--- src/rtl/rf_arb_pkg.sv ---
// rf_arb_pkg: shared widths and writeback request type for the register-file write arbiter
package rf_arb_pkg;
  localparam int REG_ADDR_W = 5;
  localparam int DATA_W = 32;
  localparam int NUM_REGS = 32;
  typedef struct packed {
    logic [REG_ADDR_W-1:0] addr;
    logic [DATA_W-1:0] data;
  } wb_req_t;
endpackage

--- src/rtl/rr_arbiter.sv ---
// rr_arbiter: combinational round-robin pick of the first request at or after ptr
module rr_arbiter #(
  parameter int N = 3,
  parameter int W = $clog2(N)
) (
  input  logic [N-1:0] req,
  input  logic [W-1:0] ptr,
  output logic [N-1:0] gnt,
  output logic [W-1:0] idx
);
  int best;
  int d;
  always_comb begin
    best = N;
    d = 0;
    idx = '0;
    for (int i = 0; i < N; i++) begin
      d = (i + N - int'(ptr)) % N;
      if (req[i] && d < best) begin
        best = d;
        idx = W'(i);
      end
    end
    gnt = best < N ? N'(1) << idx : '0;
  end
endmodule

--- src/rtl/regfile_write_arbiter.sv ---
// regfile_write_arbiter: round-robin share of the register-file write port; RF_WR_ARB_SCOREBOARD_EN adds a busy scoreboard
module regfile_write_arbiter
  import rf_arb_pkg::*;
#(
  parameter int NUM_REQ = 3,
  parameter bit DROP_R0 = 1
) (
  input  logic                         clock,
  input  logic                         reset,
  input  logic [NUM_REQ-1:0]           req_valid,
  input  logic [REG_ADDR_W*NUM_REQ-1:0] req_reg,
  input  logic [DATA_W*NUM_REQ-1:0]    req_data,
  output logic [NUM_REQ-1:0]           req_ready,
  output logic [REG_ADDR_W-1:0]        writereg,
  output logic [DATA_W-1:0]            writedata,
  output logic                         regwrite
`ifdef RF_WR_ARB_SCOREBOARD_EN
  ,
  input  logic                         rsv_valid,
  input  logic [REG_ADDR_W-1:0]        rsv_reg,
  output logic [NUM_REGS-1:0]          busy_vec
`endif
);
  localparam int PW = $clog2(NUM_REQ);
  logic [PW-1:0] rr_ptr;
  logic [PW-1:0] idx;
  logic [NUM_REQ-1:0] gnt;
  wb_req_t win;
  logic hs;
  logic drop;
  rr_arbiter #(.N(NUM_REQ), .W(PW)) u_arb (
    .req(req_valid),
    .ptr(rr_ptr),
    .gnt(gnt),
    .idx(idx)
  );
  assign req_ready = reset ? '0 : gnt;
  assign hs = |req_ready;
  assign drop = DROP_R0 && win.addr == '0;
  always_comb begin
    win = '0;
    for (int i = 0; i < NUM_REQ; i++)
      if (idx == PW'(i))
        win = '{addr: req_reg[REG_ADDR_W*i +: REG_ADDR_W], data: req_data[DATA_W*i +: DATA_W]};
  end
  // A dropped r0 write completes the handshake but leaves the write port untouched
  always_ff @(posedge clock or posedge reset) begin
    if (reset) begin
      rr_ptr <= '0;
      regwrite <= 1'b0;
      writereg <= '0;
      writedata <= '0;
    end else begin
      regwrite <= hs && !drop;
      if (hs) rr_ptr <= idx == PW'(NUM_REQ - 1) ? '0 : idx + 1'b1;
      if (hs && !drop) begin
        writereg <= win.addr;
        writedata <= win.data;
      end
    end
  end
`ifdef RF_WR_ARB_SCOREBOARD_EN
  logic [NUM_REGS-1:0] set_vec;
  logic [NUM_REGS-1:0] clr_vec;
  assign set_vec = (rsv_valid && !(DROP_R0 && rsv_reg == '0)) ? NUM_REGS'(1) << rsv_reg : '0;
  assign clr_vec = regwrite ? NUM_REGS'(1) << writereg : '0;
  // Set is applied after clear so a fresh reservation survives a same-cycle commit
  always_ff @(posedge clock or posedge reset) begin
    if (reset) busy_vec <= '0;
    else busy_vec <= (busy_vec & ~clr_vec) | set_vec;
  end
`endif
endmodule

--- config.mk ---
export PLATFORM = sky130hd
export DESIGN_NAME = regfile_write_arbiter
export DESIGN_NICKNAME = d
export VERILOG_FILES = /design/src/rtl/rf_arb_pkg.sv /design/src/rtl/rr_arbiter.sv /design/src/rtl/regfile_write_arbiter.sv
export SDC_FILE = /design/constraint.sdc
export NUM_CORES = 1
export LEC_CHECK = 0
export CAP_MARGIN = 30
export CORE_AREA = 2 2 70 89
export DETAILED_ROUTE_END_ITERATION = 7
export DIE_AREA = 0 0 72 91
export DONT_BUFFER_PORTS = 1
export PLACE_DENSITY = 0.84
export SLEW_MARGIN = 15
export SYNTH_ARGS = -nofsm -noshare
export SYNTH_HDL_FRONTEND = slang
export SYNTH_SLANG_ARGS = --single-unit
--- constraint.sdc ---
create_clock -name clock -period 11.3 [get_ports clock]
set_clock_uncertainty 0.2 [all_clocks]
set_input_delay 0.565 -clock clock [delete_from_list [all_inputs] [get_ports clock]]
set_output_delay 0.565 -clock clock [all_outputs]
set_load 0.03 [all_outputs]
==> qor.txt <==
Status - finished, final reports clean
Share of the yosys chip area belonging to registers - 0.299
Gate Count Post-Synth - 341
Largest net degree at the start of global routing - 42
Met3 GRT Util - 0.0544
RSZ-0062 raised after global routing - no
Tot GR Track Use - 0.259
Routed Antenna Nets - 0
Area growth syn-to-layout - 2.28%
Die width - 72 um
Row cnt - 31
Netlist Area Pre-Place - 0.00334 mm^2
DRC errors left - 0
Cell family with most CP delay - compound AO/OA/AOI/OAI gates
Die height - 91 um
Port Buf Inserts - 0
Placed instance area - 0.00330 mm^2
Fin crit share - 0.562
Critical-path cell list - inv_1 > ha_1 > inv_1 > and3_1 > inv_1 > ha_1 > inv_1 > a31o_2 > nand4_1 > nand2_2 > nand2_1 > ha_1 > o21ai_4 > nand3_2 > o311a_4 > a211o_1 > a311o_1 > o21a_1 > nor2_1
Async SR Flop Fraction - 1.00
Slew margin rel. - 0.534
CTS tree - built
Drt total wl - 8280 um
Post-Synth XOR/XNOR Area - 0
Combinational family with the most area after synthesis - compound AO/OA/AOI/OAI gates
Met1 Use GR - 0.302
Max Fclk - 157 MHz
Synth top area share - 0.299
Slowest-stage cell, CP - nor2_1
Synth Area in Simple Gates - 0.141
Synth Area in Adders - 0.0823
Top cells by area, synth - dfrtp_1 (30%), o221ai_2 (13%), mux2i_1 (11%)
HP Class - in2async
# Post-CTS Setup Buffers - 0
H-Tree Level Count - 2
WL/cell - 20.5 um
Flops & latches, synth - 40
Critical Path Sink Type - output pin
Ys Warns - 0
Slew Limit Fails - 0
Cts repair resizes - 0
Area of the multi-input gates - 0.00203 mm^2
Via count - 2,622
Effective utilization at floorplan - 0.586
Synth Area in Compound Gates - 0.261
Required @ worst endpoint - 10,540 ps
EDFF count, synth - 0
Hold_buf cts - 0
Final setup viols - 0
Grt met2 use - 0.474
Max-cap violations - 0
Initial DRC Count - 120
CTS Buf Count - 5
Detailed Routing Iterations Pass 1 - 4
I/O pins - 157
Synthesized area per cell - 9.80 um^2
Dpl hpwl - 6610 um
Gpl congestion - 0.960
Final Cell Area - 0.00342 mm^2
Mux contribution to synthesized area - 0.122
GRT overflow - 0
DIE AREA - 0.00655 mm^2
Most used cell, CP - inv_1
Startpoint type of the worst setup path - register
Post-Syn Nets - 479
Total clock sinks - 40
Register area - 0.00100 mm^2
Layout cells sized above 1 - 0.172
Number of global-route vias before repair - 2,803
Critical Path AT - 5590 ps
Post-synthesis cell type with the largest combined area - dfrtp_1
Crit path time final - 6350 ps
Worst-path clk slew - 80 ps
Worst-Margin Slew - 702 ps
Leak Pwr - 1.44 nW
Via-per-instance ratio - 6.51
Max Root-Sink Buffers - 2
Initial antenna violation count - 0
Top FF cell, synth - dfrtp_1
Grt peak-use layer - met2
Power Density - 457 mW/mm^2
Filler cells - 484
Critical path peak fanout - 19
Post-route setup TNS - 0 ps
Final hold vios - 0
Clk_lat worst skew - 290 ps
Root buf cell - clkbuf_8
Core footprint - 0.00570 mm^2
Setup CP Type - reg2out
Max stage delay on crit path - 540 ps
CP Buf/Inv Count - 4
Fin nets - 474
Peak supply drop - 0.000256 V
Distinct cells, synth - 56
First-pass GRT wire length - 13,500 um
Antenna cells - 0
==> power breakdown <==
group          switching, mW  internal [mW]
sequential             0.195          0.224
clock                 0.0526         0.0500
combinational          0.605          0.436
total                  0.853          0.710
==> worst register-to-register path, delay by kind of cell (launching register included) <==
kind                       cells  cell delay [ps]
AOI/OAI and AO/OA              7             1830
DFF                            1              480
muxes                          1              450
adders and majority gates      3             1090
buffers and inverters          5              910
and+or+nand+nor                5             1080
==> cells in the final DEF (no fill, tap or decap), drive strengths merged, types with 3 or more instances in the layout <==
cell,count
nand2,51
inv,45
dfrtp,40
mux2i,37
o221ai,36
ha,22
nor2,12
a21oi,10
o21ai,10
nor2b,7
clkbuf,6
nand4,5
nand3,4
buf,4
or4,3
a211o,3
mux2,3
nor3,3
==> cells by family (layout without fill, tap and decap cells) <==
kind of cell             count (synthesis)  count (layout)
adder cells (fa/ha/maj)                 22              22
flip-flops                              40              40
multiplexers                            40              40
AO/OA/AOI/OAI                           81              81
buffers and inverters                   61              57
AND/OR/NAND/NOR                         97              97
==> sequential cells by signal, summed over array words and instances (netlist names) <==
name / flops
rr_ptr: 2
regwrite: 1
writereg: 5
writedata: 32
==> through the flow <==
stage,total power [mW],cells,hold slack (ps),util,setup WS [ps]
2_1_floorplan,1.34,341,358,-,5620
3_5_place_dp,1.46,394,396,0.579,5090
3_3_place_gp,1.42,394,395,0.579,5370
4_1_cts,1.56,402,79.0,0.596,4980
6_report,1.56,403,65.6,0.600,4950
5_1_grt,1.69,403,95.8,0.600,4690
==> routing by layer <==
metal  vias to the layer above  routed length, um
li1                       1234                  -
met1                      1251               2990
met2                       125               4470
met3                        12                686
met4                         0                133
met5                         -                  0
==> cells in the mapped netlist, drive strengths merged, types with 3 or more instances <==
master	instances
mux2i	37
nor2b	7
dfrtp	40
nand4	5
o21ai	10
or4	3
o221ai	36
ha	22
a211o	3
clkbuf	7
mux2	3
buf	9
inv	45
a21oi	10
nand3	4
nor2	12
nand2	51
nor3	3
==> layout make-up <==
type	instances	share of cell area
multi-input cells	240	0.593
flip-flops and latches	40	0.293
repair buffers	4	0.0124
clock buffers	6	0.0241
inverters	45	0.0494
clock inverters	2	0.00402
well taps	66	0.0241
==> path summary, 6_finish.rpt <==
check / endpoint / startpoint / depth (start not counted) / slack (ps)
setup / recovery: req_ready[2] / rr_ptr[1] / 19 / 4950
hold / removal: writereg[1] / reset / 2 / 70
setup reg to reg: writedata[0] / rr_ptr[1] / 21 / 5120
hold reg to reg: rr_ptr[0] / rr_ptr[0] / 1 / 450
max in group asynchronous: writedata[20] / reset / 2 / 10460
min in group clock: writedata[11] / req_data[75] / 2 / 190
No activity file was read; power rests on OpenSTA's default activity.
